$ cat config.mk
export PLATFORM = sky130hd
export DESIGN_NAME = reg_scoreboard
export DESIGN_NICKNAME = d
export VERILOG_FILES = /design/src/rtl/reg_scoreboard.sv
export SDC_FILE = /design/constraint.sdc
export NUM_CORES = 1
export LEC_CHECK = 0
export ABC_AREA = 1
export BUFFER_PORTS_ARGS = -buffer_cell sky130_fd_sc_hd__buf_2
export CORE_ASPECT_RATIO = 0.8
export CORE_MARGIN = 2
export CORE_UTILIZATION = 40
export DETAILED_ROUTE_END_ITERATION = 7
export MAX_ROUTING_LAYER = met4
export PLACE_DENSITY = 0.71
export SKIP_CTS_REPAIR_TIMING = 1
export SYNTH_ARGS = -nofsm -noshare
export SYNTH_HDL_FRONTEND = slang
export SYNTH_SLANG_ARGS = --single-unit
$ cat constraint.sdc
create_clock -name clk -period 3.6 [get_ports clk]
set_input_delay 0.18 -clock clk [delete_from_list [all_inputs] [get_ports clk]]
set_output_delay 0.18 -clock clk [all_outputs]
set_load 0.05 [all_outputs]
$ cat src/rtl/reg_scoreboard.sv
// rtl/reg_scoreboard.sv - GPR scoreboard for long-latency producers
//
// Purpose: tracks destination GPRs of issued long-latency producers (loads,
// mul/div) until writeback, and holds ID while an instruction in ID needs
// one of those registers.
//
// Ports:
//   clk, rst                 clock, synchronous active-high reset
//   id_reg1_raddr_i/RE_i     ID source 1 address / read enable
//   id_reg2_raddr_i/RE_i     ID source 2 address / read enable
//   id_reg_waddr_i/we_i      ID destination address / write enable
//   id_long_i                ID instruction is a long-latency producer
//   id_issue_i               ID instruction leaves ID this cycle (pre-stall)
//   flush_i                  ID instruction killed this cycle
//   wb_reg_waddr_i           long-latency writeback destination
//   wb_long_we_i             long-latency result written this cycle
//   sb_stall_o               hold ID (combinational)
//   sb_busy_o                pending bitmap (registered)
//   sb_cnt_o                 number of pending entries (registered)
//   sb_err_o                 sticky protocol error (registered)

module reg_scoreboard #(
  parameter int NREG    = 32,
  parameter int AW      = 5,
  parameter int MAX_OUT = 4,
  parameter int CW      = 6
) (
  input  logic            clk,
  input  logic            rst,
  input  logic [AW-1:0]   id_reg1_raddr_i,
  input  logic [AW-1:0]   id_reg2_raddr_i,
  input  logic            id_reg1_RE_i,
  input  logic            id_reg2_RE_i,
  input  logic [AW-1:0]   id_reg_waddr_i,
  input  logic            id_reg_we_i,
  input  logic            id_long_i,
  input  logic            id_issue_i,
  input  logic            flush_i,
  input  logic [AW-1:0]   wb_reg_waddr_i,
  input  logic            wb_long_we_i,
  output logic            sb_stall_o,
  output logic [NREG-1:0] sb_busy_o,
  output logic [CW-1:0]   sb_cnt_o,
  output logic            sb_err_o
);

  localparam logic [CW-1:0] MAX_OUT_C = CW'(MAX_OUT);
  localparam logic [CW-1:0] ONE_C     = CW'(1);

  logic [NREG-1:0] busy_q, busy_d;
  logic [CW-1:0]   cnt_q, cnt_d;
  logic            err_q, err_d;

  logic            raw_hit1, raw_hit2, waw_hit, full_hit;
  logic            set, clr, spurious_wb, overflow_set;
  logic [CW-1:0]   cnt_after_clr;

  // Hazard detection. A register being written back this very cycle is
  // never a hazard: its value comes from the WB forwarding path.
  always_comb begin
    raw_hit1 = id_reg1_RE_i && (id_reg1_raddr_i != '0) && busy_q[id_reg1_raddr_i]
               && !(wb_long_we_i && (wb_reg_waddr_i == id_reg1_raddr_i));
    raw_hit2 = id_reg2_RE_i && (id_reg2_raddr_i != '0) && busy_q[id_reg2_raddr_i]
               && !(wb_long_we_i && (wb_reg_waddr_i == id_reg2_raddr_i));
    // Any second writer to a pending register waits, so each bit tracks at
    // most one outstanding producer.
    waw_hit  = id_reg_we_i && (id_reg_waddr_i != '0) && busy_q[id_reg_waddr_i]
               && !(wb_long_we_i && (wb_reg_waddr_i == id_reg_waddr_i));

    clr           = wb_long_we_i && (wb_reg_waddr_i != '0) && busy_q[wb_reg_waddr_i];
    spurious_wb   = wb_long_we_i && (wb_reg_waddr_i != '0) && !busy_q[wb_reg_waddr_i];
    // A retiring entry frees its slot in the same cycle.
    cnt_after_clr = clr ? (cnt_q - ONE_C) : cnt_q;
    full_hit      = id_long_i && id_reg_we_i && (id_reg_waddr_i != '0)
                    && (cnt_after_clr == MAX_OUT_C);

    sb_stall_o    = raw_hit1 || raw_hit2 || waw_hit || full_hit;

    set           = id_issue_i && !sb_stall_o && !flush_i && id_long_i
                    && id_reg_we_i && (id_reg_waddr_i != '0);
    // Unreachable while full_hit gates set; kept as a guard against a
    // broken stall path.
    overflow_set  = set && (cnt_q == MAX_OUT_C) && !clr;
  end

  // Next-state. Clear is applied before set so a same-index collision
  // leaves the bit set.
  always_comb begin
    busy_d = busy_q;
    cnt_d  = cnt_q;
    err_d  = err_q;

    if (clr) begin
      busy_d[wb_reg_waddr_i] = 1'b0;
    end
    if (set) begin
      busy_d[id_reg_waddr_i] = 1'b1;
    end

    if (set && !clr) begin
      cnt_d = cnt_q + ONE_C;
    end else if (clr && !set) begin
      cnt_d = cnt_q - ONE_C;
    end

    if (spurious_wb || overflow_set) begin
      err_d = 1'b1;
    end
  end

  always_ff @(posedge clk) begin
    if (rst) begin
      busy_q <= '0;
      cnt_q  <= '0;
      err_q  <= 1'b0;
    end else begin
      busy_q <= busy_d;
      cnt_q  <= cnt_d;
      err_q  <= err_d;
    end
  end

  assign sb_busy_o = busy_q;
  assign sb_cnt_o  = cnt_q;
  assign sb_err_o  = err_q;

endmodule

==> impl_metrics.env <==
export IMPL_outcome="finished clean"
export IMPL_slowest_stage="buf_2"
export IMPL_die_width_um=116.4
export IMPL_via_count=5074
export IMPL_cts_clk_slew_worst_paths_ns=0.06
export IMPL_synth_avg_cell_area_um2=5.351
export IMPL_critPathMaxStageDelay_ns=0.42
export IMPL_drtIter0Drc=592
export IMPL_yosysTopAreaCell="nand2_1"
export IMPL_ys_top_cells_by_count="290 x nand2_1, 72 x inv_1, 68 x nor2_1"
export IMPL_htree_num_levels=2
export IMPL_post_place_cells=931
export IMPL_grt_overflow=0
export IMPL_crit_fanout=31
export IMPL_clkSinkCount=39
export IMPL_io_buffer_count=68
export IMPL_max_slew_margin_pct=43.99
export IMPL_grt_first_pass_wirelength_um=23160
export IMPL_drc_errors=0
export IMPL_place_congestion=1.028
export IMPL_hold_violations=0
export IMPL_worst_path_buf_inv=3
export IMPL_cpMostUsedCell="nand2_1"
export IMPL_setup_violations=0
export IMPL_grt_max_degree=40
export IMPL_synth_area_leaders="nand2_1 27%, dfxtp_1 19%, o21ai_0 7.2%"
export IMPL_p_leak_nw=2.173
export IMPL_yosysTopAreaCellShare_pct=26.94
export IMPL_synth_async_reset_ratio_pct=0
export IMPL_criticalPathCategory="primary input to flip-flop"
export IMPL_worst_endpoint_arrival_ns=2.95
export IMPL_hold_path_class="primary input to flip-flop"
export IMPL_yosysSeqAreaShare_pct=19.32
export IMPL_synth_edf_count=0
export IMPL_required_ns=3.80
export IMPL_synthCells=755
export IMPL_layout_min_cycle_time_ns=2.751
export IMPL_clock_skew_ns=0.003221
export IMPL_start_util_pct=41.53
export IMPL_ys_seq_elements=39
export IMPL_cts_tree="yes"
export IMPL_finalSetupTns_ns=0
export IMPL_drive_gt1_share_pct=13.45
export IMPL_rsz0062_at_grt="no"
export IMPL_drv_slew=0
export IMPL_cp_top_family="simple AND/OR/NAND/NOR gates"
export IMPL_grt_antenna_before_repair=0
export IMPL_die_area_um2=10930
export IMPL_peakVddDrop_uv=181.7
export IMPL_antennaDiodeCount=0
export IMPL_cts_path_max_buffers=2
export IMPL_dp_hpwl_um=10530
export IMPL_firstDrtPassIters=8
export IMPL_final_nets=835
export IMPL_grt_pass1_vias=4453
export IMPL_ys_warnings_count=0
export IMPL_die_y_um=93.89
export IMPL_cap_violations=0
export IMPL_cts_root_buf="clkbuf_16"
export IMPL_stdcell_count=939
export IMPL_power_density_nw_per_um2=252.9
export IMPL_synth_area_um2=4040
export IMPL_worst_slew_pin_slew_ns=0.8371
export IMPL_ys_flop_type="dfxtp_1"
export IMPL_syn_nets=788
export IMPL_synth_most_common_cell="nand2_1"
export IMPL_ant_nets=0
export IMPL_synth_cell_types=35
export IMPL_track_usage_pct=27.70
export IMPL_cp_cell_sequence="buf_2 > inv_2 > nand2_1 > nand2_1 > nand2_1 > nand2_1 > nand2_1 > nand2_1 > nor2_1 > nand2_4 > nand2_2 > nand2_2 > nand3_4 > nand2_1 > nor4_2 > ha_1 > inv_1 > o21ai_0 > a221oi_1"
export IMPL_clock_latency_ns=0.29
export IMPL_worst_setup_path_end_kind="flip-flop"
export IMPL_cts_buffers=5
export IMPL_pin_count=69
export IMPL_critPathLaunchType="primary input"
export IMPL_wl_um=14370
export IMPL_drt_vias_per_instance=5.404
export IMPL_wl_per_cell_um=15.30
export IMPL_area_delta_synth_final_pct=11.77
export IMPL_std_cell_rows=32
export IMPL_core_area_um2=9729
export IMPL_period_share_pct=76.41
export IMPL_fmax_ghz=0.3635
[layout make-up]
cell class	count	area [µm²]
Timing Repair Buffer	78	415.4
Clock buffer	5	125.1
Sequential cell	39	780.7
Fill cell	1101	5214
Inverter	83	314.1
Tap cell	136	170.2
Clock inverter	3	15.01
Multi-Input combinational cell	595	2695
[through the flow]
step / setup WS (ns) / util [%] / area [µm²] / hold WS (ns) / total power (W)
finish: 0.8493 / 46.41 / 4516 / 0.4092 / 0.001142
global route: 0.4963 / 46.41 / 4516 / 0.4300 / 0.001198
CTS: 0.8898 / 46.41 / 4516 / 0.3950 / 0.001143
detailed placement: 0.5996 / 44.97 / 4375 / 0.4530 / 0.0007112
global placement: 0.6600 / 44.97 / 4375 / 0.4390 / 0.0007114
floorplan: 0.3732 / - / 4040 / 0.3683 / 0.0006426
[logic make-up (layout without fill, tap and decap cells)]
logic type,Yosys count,after routing,share of synthesized area (%)
fa+ha+maj,4,4,1.239
flops,39,39,19.32
buf+inv,121,169,14.09
compound gates,109,109,13.87
simple gates,475,475,49.95
xor+xnor,7,7,1.518
[flip-flops by register name, indices dropped and copies added (netlist names)]
name and flops:
sb_busy_o 32, sb_cnt_o 6, sb_err_o 1
[per-layer routing]
layer | vias up | part of all wire (%) | global-route usage (%)
met2 | 299 | 41 | 38.37
met5 | - | 0 | -
met3 | 27 | 11 | 5.548
met4 | 0 | 1.4 | 6.746
met1 | 2236 | 47 | 40.81
li1 | 2512 | - | -
[final timing paths]
path,from,to,slack [ns],depth (start not counted)
max,wb_reg_waddr_i[0],sb_cnt_o[3]$_SDFFE_PP0P_,0.85,19
min,wb_long_we_i,sb_err_o$_SDFFE_PP0P_,0.41,5
max reg2reg,sb_busy_o[0]$_SDFF_PP0_,sb_cnt_o[3]$_SDFFE_PP0P_,0.87,17
min reg2reg,sb_err_o$_SDFFE_PP0P_,sb_err_o$_SDFFE_PP0P_,0.47,2
[cells in the final DEF, fill, tap and decap left out, types with 4 or more instances in the layout]
cell type / instances
a21oi_1: 40
buf_2: 68
buf_4: 10
clkbuf_16: 5
dfxtp_1: 39
ha_1: 4
inv_1: 72
inv_2: 9
nand2_1: 290
nand3_1: 53
nand4_1: 33
nor2_1: 68
nor3_1: 16
o21ai_0: 58
o21ai_1: 5
xor2_1: 5
[power breakdown]
part / switching [W] / internal, W
Clock: 0.000178 / 0.000253
Sequential: 0.00000469 / 0.000435
Combinational: 0.000202 / 0.0000696
Total: 0.000384 / 0.000758
[worst reg2reg max path: stages (launching register included)]
cell      delay, ns
dfxtp_1        0.31
inv_1          0.22
o21ai_0        0.12
nand2_1        0.08
nand2_1        0.05
nand2_1        0.05
nand2_1        0.05
nor2_1         0.16
nand2_4        0.08
nand2_2        0.25
nand2_2        0.11
nand3_4        0.08
nand2_1        0.07
nor4_2         0.14
ha_1           0.36
inv_1          0.14
o21ai_0        0.10
a221oi_1       0.27
Note: power is estimated with default switching activity, not from simulation.
